<file path="src/rtl/xadc_drp_multichannel_sequencer_if.sv">
// Shared XADC DRP types plus the tagged AXI-Stream bundle used by the sequencer.
// The stream carries one DRP result per beat, tagged with the channel index.
package xadc_drp_pkg;
  localparam int XADC_DRP_ADDR_WIDTH = 7;
  localparam int XADC_DRP_DATA_WIDTH = 16;
  typedef logic [XADC_DRP_ADDR_WIDTH-1:0] xadc_drp_addr_t;
  localparam xadc_drp_addr_t VOLTAGE_CHANNEL = 7'h10;
  localparam xadc_drp_addr_t CURRENT_CHANNEL = 7'h11;
endpackage

interface axis_interface #(
  parameter int DATA_WIDTH = 16,
  parameter int ID_WIDTH   = 5,
  parameter int DEST_WIDTH = 1,
  parameter int USER_WIDTH = 1
);
  logic                    tvalid;
  logic                    tready;
  logic [DATA_WIDTH-1:0]   tdata;
  logic [DATA_WIDTH/8-1:0] tkeep;
  logic                    tlast;
  logic [ID_WIDTH-1:0]     tid;
  logic [DEST_WIDTH-1:0]   tdest;
  logic [USER_WIDTH-1:0]   tuser;

  modport master (output tvalid, tdata, tkeep, tlast, tid, tdest, tuser, input tready);
  modport slave  (input tvalid, tdata, tkeep, tlast, tid, tdest, tuser, output tready);
  modport Source (output tvalid, tdata, tkeep, tlast, tid, tdest, tuser, input tready);
  modport Sink   (input tvalid, tdata, tkeep, tlast, tid, tdest, tuser, output tready);
endinterface

</file>
<file path="src/rtl/xadc_drp_multichannel_sequencer.sv">
// Reads NUM_CHANNELS XADC DRP registers per end-of-sequence pulse and streams each
// result as a tagged beat; DRP reads that never answer are aborted and flagged in tuser.
module xadc_drp_multichannel_sequencer
  import xadc_drp_pkg::*;
#(
  parameter int NUM_CHANNELS = 2,
  parameter xadc_drp_addr_t [NUM_CHANNELS-1:0] CHANNEL_ADDRS = {CURRENT_CHANNEL, VOLTAGE_CHANNEL},
  parameter int DRP_TIMEOUT_CYCLES = 64,
  parameter int COUNT_WIDTH = 16,
  parameter int TID_WIDTH = 5
) (
  input  logic                           xadc_dclk,
  input  logic                           xadc_reset,
  output xadc_drp_addr_t                 xadc_daddr,
  output logic                           xadc_den,
  input  logic                           xadc_drdy,
  input  logic [XADC_DRP_DATA_WIDTH-1:0] xadc_do,
  input  logic                           xadc_eos,
  axis_interface.Source                  sample_stream,
  output logic [COUNT_WIDTH-1:0]         overrun_count,
  output logic [COUNT_WIDTH-1:0]         timeout_count
);
  localparam int CH_W  = (NUM_CHANNELS > 1) ? $clog2(NUM_CHANNELS) : 1;
  localparam int TMR_W = $clog2(DRP_TIMEOUT_CYCLES) + 1;
  localparam logic [CH_W-1:0]  LAST_CH  = CH_W'(NUM_CHANNELS - 1);
  localparam logic [TMR_W-1:0] TMR_LAST = TMR_W'(DRP_TIMEOUT_CYCLES - 1);

  if (TID_WIDTH < CH_W) begin : g_tid_width_check
    $error("TID_WIDTH too narrow for NUM_CHANNELS");
  end

  typedef enum logic [1:0] {IDLE, ISSUE, WAIT, SEND} state_t;

  state_t                         state_q, state_d;
  logic [CH_W-1:0]                ch_idx_q, ch_idx_d;
  xadc_drp_addr_t                 daddr_q, daddr_d;
  logic                           den_q, den_d;
  logic [TMR_W-1:0]               timer_q, timer_d;
  logic [XADC_DRP_DATA_WIDTH-1:0] tdata_q, tdata_d;
  logic                           tuser_q, tuser_d;
  logic                           tvalid_q, tvalid_d;
  logic [COUNT_WIDTH-1:0]         overrun_q, overrun_d;
  logic [COUNT_WIDTH-1:0]         timeout_q, timeout_d;

  logic is_last, handshake, timed_out;
  assign is_last   = (ch_idx_q == LAST_CH);
  assign handshake = tvalid_q && sample_stream.tready;
  assign timed_out = (timer_q == TMR_LAST);

  function automatic logic [COUNT_WIDTH-1:0] sat_inc(input logic [COUNT_WIDTH-1:0] v);
    return (&v) ? v : v + COUNT_WIDTH'(1);
  endfunction

  always_ff @(posedge xadc_dclk or posedge xadc_reset) begin
    if (xadc_reset) state_q <= IDLE;
    else            state_q <= state_d;
  end

  always_comb begin
    state_d = state_q;
    case (state_q)
      IDLE:    if (xadc_eos) state_d = ISSUE;
      ISSUE:   state_d = WAIT;
      WAIT:    if (xadc_drdy || timed_out) state_d = SEND;
      SEND:    if (handshake) state_d = is_last ? IDLE : ISSUE;
      default: state_d = IDLE;
    endcase
  end

  always_comb begin
    ch_idx_d  = ch_idx_q;
    daddr_d   = daddr_q;
    den_d     = 1'b0;
    timer_d   = timer_q;
    tdata_d   = tdata_q;
    tuser_d   = tuser_q;
    tvalid_d  = tvalid_q;
    overrun_d = overrun_q;
    timeout_d = timeout_q;
    // An EOS that arrives mid-sequence is only counted, never queued.
    if (xadc_eos && state_q != IDLE) overrun_d = sat_inc(overrun_q);
    case (state_q)
      IDLE: begin
        if (xadc_eos) begin
          ch_idx_d = '0;
          daddr_d  = CHANNEL_ADDRS[0];
          den_d    = 1'b1;
        end
      end
      ISSUE: timer_d = TMR_W'(1);
      WAIT: begin
        if (xadc_drdy) begin
          tdata_d  = xadc_do;
          tuser_d  = 1'b0;
          tvalid_d = 1'b1;
        end else if (timed_out) begin
          tdata_d   = '0;
          tuser_d   = 1'b1;
          tvalid_d  = 1'b1;
          timeout_d = sat_inc(timeout_q);
        end else begin
          timer_d = timer_q + TMR_W'(1);
        end
      end
      SEND: begin
        if (handshake) begin
          tvalid_d = 1'b0;
          if (!is_last) begin
            ch_idx_d = ch_idx_q + CH_W'(1);
            daddr_d  = CHANNEL_ADDRS[ch_idx_q + CH_W'(1)];
            den_d    = 1'b1;
          end
        end
      end
      default: ;
    endcase
  end

  always_ff @(posedge xadc_dclk or posedge xadc_reset) begin
    if (xadc_reset) begin
      ch_idx_q  <= '0;
      daddr_q   <= CHANNEL_ADDRS[0];
      den_q     <= 1'b0;
      timer_q   <= '0;
      tdata_q   <= '0;
      tuser_q   <= 1'b0;
      tvalid_q  <= 1'b0;
      overrun_q <= '0;
      timeout_q <= '0;
    end else begin
      ch_idx_q  <= ch_idx_d;
      daddr_q   <= daddr_d;
      den_q     <= den_d;
      timer_q   <= timer_d;
      tdata_q   <= tdata_d;
      tuser_q   <= tuser_d;
      tvalid_q  <= tvalid_d;
      overrun_q <= overrun_d;
      timeout_q <= timeout_d;
    end
  end

  assign xadc_daddr           = daddr_q;
  assign xadc_den             = den_q;
  assign sample_stream.tvalid = tvalid_q;
  assign sample_stream.tdata  = tdata_q;
  assign sample_stream.tkeep  = '1;
  assign sample_stream.tlast  = is_last;
  assign sample_stream.tid    = TID_WIDTH'(ch_idx_q);
  assign sample_stream.tdest  = '0;
  assign sample_stream.tuser  = tuser_q;
  assign overrun_count        = overrun_q;
  assign timeout_count        = timeout_q;
endmodule

</file>
<file path="src/flat_wrapper.sv">
// flat-port wrapper written by rule: the top's interface ports become plain ports
module xadc_drp_multichannel_sequencer_flat import xadc_drp_pkg::*;
#(
  parameter int NUM_CHANNELS = 2,
  parameter xadc_drp_addr_t [NUM_CHANNELS-1:0] CHANNEL_ADDRS = {CURRENT_CHANNEL, VOLTAGE_CHANNEL},
  parameter int DRP_TIMEOUT_CYCLES = 64,
  parameter int COUNT_WIDTH = 16,
  parameter int TID_WIDTH = 5
)
  (xadc_dclk, xadc_reset, xadc_daddr, xadc_den, xadc_drdy, xadc_do, xadc_eos, overrun_count, timeout_count, sample_stream_tvalid, sample_stream_tdata, sample_stream_tkeep, sample_stream_tlast, sample_stream_tid, sample_stream_tdest, sample_stream_tuser, sample_stream_tready);
  axis_interface #(.DATA_WIDTH(16), .ID_WIDTH(5)) sample_stream_i ();
  input  logic xadc_dclk;
  input  logic xadc_reset;
  output xadc_drp_addr_t xadc_daddr;
  output logic xadc_den;
  input  logic xadc_drdy;
  input  logic [XADC_DRP_DATA_WIDTH-1:0] xadc_do;
  input  logic xadc_eos;
  output logic [COUNT_WIDTH-1:0] overrun_count;
  output logic [COUNT_WIDTH-1:0] timeout_count;
  output wire logic [$bits(sample_stream_i.tvalid)-1:0] sample_stream_tvalid;
  output wire logic [$bits(sample_stream_i.tdata)-1:0] sample_stream_tdata;
  output wire logic [$bits(sample_stream_i.tkeep)-1:0] sample_stream_tkeep;
  output wire logic [$bits(sample_stream_i.tlast)-1:0] sample_stream_tlast;
  output wire logic [$bits(sample_stream_i.tid)-1:0] sample_stream_tid;
  output wire logic [$bits(sample_stream_i.tdest)-1:0] sample_stream_tdest;
  output wire logic [$bits(sample_stream_i.tuser)-1:0] sample_stream_tuser;
  input wire logic [$bits(sample_stream_i.tready)-1:0] sample_stream_tready;
  assign sample_stream_tvalid = sample_stream_i.tvalid;
  assign sample_stream_tdata = sample_stream_i.tdata;
  assign sample_stream_tkeep = sample_stream_i.tkeep;
  assign sample_stream_tlast = sample_stream_i.tlast;
  assign sample_stream_tid = sample_stream_i.tid;
  assign sample_stream_tdest = sample_stream_i.tdest;
  assign sample_stream_tuser = sample_stream_i.tuser;
  assign sample_stream_i.tready = sample_stream_tready;
  xadc_drp_multichannel_sequencer #(.NUM_CHANNELS(NUM_CHANNELS), .CHANNEL_ADDRS(CHANNEL_ADDRS), .DRP_TIMEOUT_CYCLES(DRP_TIMEOUT_CYCLES), .COUNT_WIDTH(COUNT_WIDTH), .TID_WIDTH(TID_WIDTH)) u_core (.xadc_dclk(xadc_dclk), .xadc_reset(xadc_reset), .xadc_daddr(xadc_daddr), .xadc_den(xadc_den), .xadc_drdy(xadc_drdy), .xadc_do(xadc_do), .xadc_eos(xadc_eos), .sample_stream(sample_stream_i), .overrun_count(overrun_count), .timeout_count(timeout_count));
endmodule
</file>
<file path="config.mk">
export PLATFORM = sky130hd
export DESIGN_NAME = xadc_drp_multichannel_sequencer_flat
export DESIGN_NICKNAME = d
export VERILOG_FILES = /design/src/rtl/xadc_drp_multichannel_sequencer_if.sv /design/src/rtl/xadc_drp_multichannel_sequencer.sv /design/src/flat_wrapper.sv
export SDC_FILE = /design/constraint.sdc
export NUM_CORES = 1
export LEC_CHECK = 0
export ABC_AREA = 1
export CAP_MARGIN = 5
export CORE_ASPECT_RATIO = 2
export CORE_MARGIN = 4
export CORE_UTILIZATION = 45
export DETAILED_ROUTE_END_ITERATION = 10
export PLACE_DENSITY = 0.77
export SLEW_MARGIN = 10
export SYNTH_ARGS = -nofsm -noshare
export SYNTH_HDL_FRONTEND = slang
export SYNTH_SLANG_ARGS = --single-unit
</file>
<file path="constraint.sdc">
create_clock -name xadc_dclk -period 2.3 [get_ports xadc_dclk]
set_input_delay 0.575 -clock xadc_dclk [delete_from_list [all_inputs] [get_ports xadc_dclk]]
set_output_delay 0.575 -clock xadc_dclk [all_outputs]
set_load 0.03 [all_outputs]
</file>
==> metrics <==
post-CTS setup repair buffer count 0; initial antenna violation count 0; Die Y-Extent ~130 µm; area fraction of the dominant cell type after synthesis 43.9%; Detailed Route Iter0 Violations 210; Setup crit start kind register; Worst Skew around 0.0042 ns; number of flops mapped to enable cells by yosys 0; Die Area 9430 µm²; largest area contributor in the netlist dfrtp_1; Top Family by Delay on Critical Path buffers and inverters; Via-to-Cell Ratio 5.03; status completed; list of most frequent post-synthesis cells nand2_1 (201), dfrtp_1 (62), nor2_1 (39), inv_1 (27), nand3_1 (24); final setup vio count 0; post-cts resize count 0; Final Max Slew Viols 0; vias in the first global route 3233; DRC Markers 0; crit path from u_core.overrun_count[9]; Buf/Inv on CP 1; Routed WL between 8000 and 9000 µm; Max stage delay on crit path 0.72 ns; fin crit share 91.7%; Setup crit end kind output port; Syn Area/Cell 7.54 µm²; #FFs+latches synth 62; core area approximately 7600 µm²; via count 3272; hold_buf cts 0; Cell Chain, Critical Path clkdlybuf4s50_1; row count 45; Clock Sinks a little over 60; Synth Instances 469; Starting Density 46.5%; Mapped Area ~3500 µm²; Flop pwr share 33.6%; Yosys cell types 28; Detailed Place HPWL between 6000 and 7000 µm; ys flop type dfrtp_1; first-pass GRT wire length about 15000 µm; CP max stage cell clkdlybuf4s50_1; gp weighted congestion 0.844; max frequency 474 MHz; CTS Buf Count 9; overall die width 70.7 µm; largest net degree at the start of global routing 47; nets 579; PD cells approximately 1000 nW/µm²; RSZ-0062 raised after global routing no; Max-cap violations 0; Ant. Diodes 0; Leak 2.18 nW; count leader, synth nand2_1; clock network fraction of total power about 28%; RR Startpoint u_core.state_q[0]; post-layout minimum cycle time 2.11 ns; drt wl/cell approximately 13 µm; top post-synthesis cells by area dfrtp_1 (44%), nand2_1 (21%), nor2_1 (4.1%); GRT Util Overall 19.2%; final hold violation count 0; CTS tree built; # IOs 88; layout cells sized above 1 9.89%; final instance area roughly 4600 µm²; sequential element share of the synthesized area 43.9%; CP Data Required Time 1.73 ns; Arrival @ worst endpoint 1.53 ns; Psw between 0.0015 and 0.002 W; async set-reset flop share out of synthesis 100%; worst hold path class register to register; worst-path fanout max 7; PortBufs 74; Final ANT Viol Nets 0; Syn-to-layout area delta 30.5%; switch share approximately two fifths; Synthesis Warnings 0; Reg clk slew, reported paths 0.05 ns; Final TNS setup 0 ns; Hold Path Origin u_core.sample_stream.tdata[13]; Hold WS 0.467 ns; drt first pass iters 6; Clock Root Buffer clkbuf_16; Pint between 0.002 and 0.003 W; Max clock buf depth 2; kind of critical path register to output port; Post-DP Area approximately 4300 µm²; maximum VDD drop ~0.45 mV; total grt overflow 0; combinational share of power around two fifths; Clk Latency, worst-skew pair 0.32 ns; H-tree Lvls 3
cells by family (layout without fill, tap and decap cells):
kind of cell	after synthesis	count (layout)	share of synthesized area (%)
compound gates	22	22	3.71
xor+xnor	16	16	3.96
fa+ha+maj	7	7	2.48
buf+inv	56	132	8.31
flops	62	62	43.9
other cells	2	13	0.212
simple gates	304	304	37.5
stage by stage:
| stage | power (W) | setup slack (ns) | util (%) | std cells |
|---|---|---|---|---|
| after floorplan | 0.00269 | 0.184 | - | 480 |
| after global placement | 0.00333 | 0.332 | 57.0 | 634 |
| after detailed placement | 0.00338 | 0.293 | 57.0 | 634 |
| after CTS | 0.00468 | 0.164 | 60.7 | 650 |
| after global routing | 0.00490 | 0.144 | 60.7 | 650 |
| final | 0.00463 | 0.190 | 60.7 | 650 |
power by group through the flow:
stage	Sequential [W]	Combinational [W]	Clock [W]
floorplan	0.00195	0.000740	0
global placement	0.00156	0.00177	0
detailed placement	0.00157	0.00180	0
CTS	0.00156	0.00181	0.00132
global route	0.00160	0.00195	0.00136
finish	0.00156	0.00179	0.00128
flip-flops by register name, indices dropped and copies added (netlist names):
register                     count
u_core.sample_stream.tuser       1
u_core.sample_stream.tlast       1
u_core.xadc_den                  1
u_core.timer_q                   7
u_core.state_q                   2
u_core.overrun_count            16
u_core.timeout_count            16
u_core.sample_stream.tdata      16
u_core.xadc_daddr                1
u_core.sample_stream.tvalid      1
area by class of cell:
| class | count | area [µm²] |
|---|---|---|
| Clock buffer | 11 | 233 |
| Clock inverter | 5 | 50.0 |
| Fill cell | 687 | 2980 |
| Inverter | 37 | 141 |
| Multi-Input combinational cell | 362 | 1730 |
| Sequential cell | 62 | 1550 |
| Tap cell | 94 | 118 |
| Timing Repair Buffer | 79 | 791 |
path summary, 6_finish.rpt:
kind / to / slack [ns] / depth (start not counted)
hold / removal: u_core.sample_stream.tdata[13] / 0.47 / 2
hold reg to reg: u_core.sample_stream.tdata[13] / 0.47 / 2
min in group asynchronous: u_core.overrun_count[1] / 0.56 / 2
setup / recovery: overrun_count[9] / 0.19 / 1
setup reg to reg: u_core.timeout_count[15] / 0.40 / 10
max in group asynchronous: u_core.timer_q[4] / 1.16 / 3
layout by cell type, fill, tap and decap left out, drive strengths merged:
cell and n:
xnor2 11, bufinv 1, nand4 17, a31oi 1, a211oi 1, clkinv 4, ha 7, clkdlybuf4s50 74
xor2 5, buf 5, inv 37, o21ai 15, conb 13, nand3 25, nor2 46, a21oi 5
clkbuf 11, dfrtp 62, nand2 216
routing by layer:
metal  global-route usage (%)  up-vias  wire length, µm
li1                         -     1601                -
met1                     18.9     1537             3110
met2                     36.4      107             4870
met3                     4.15       27              424
met4                     9.21        0              287
met5                        0        -                0
(Power assumes the default switching activity.)
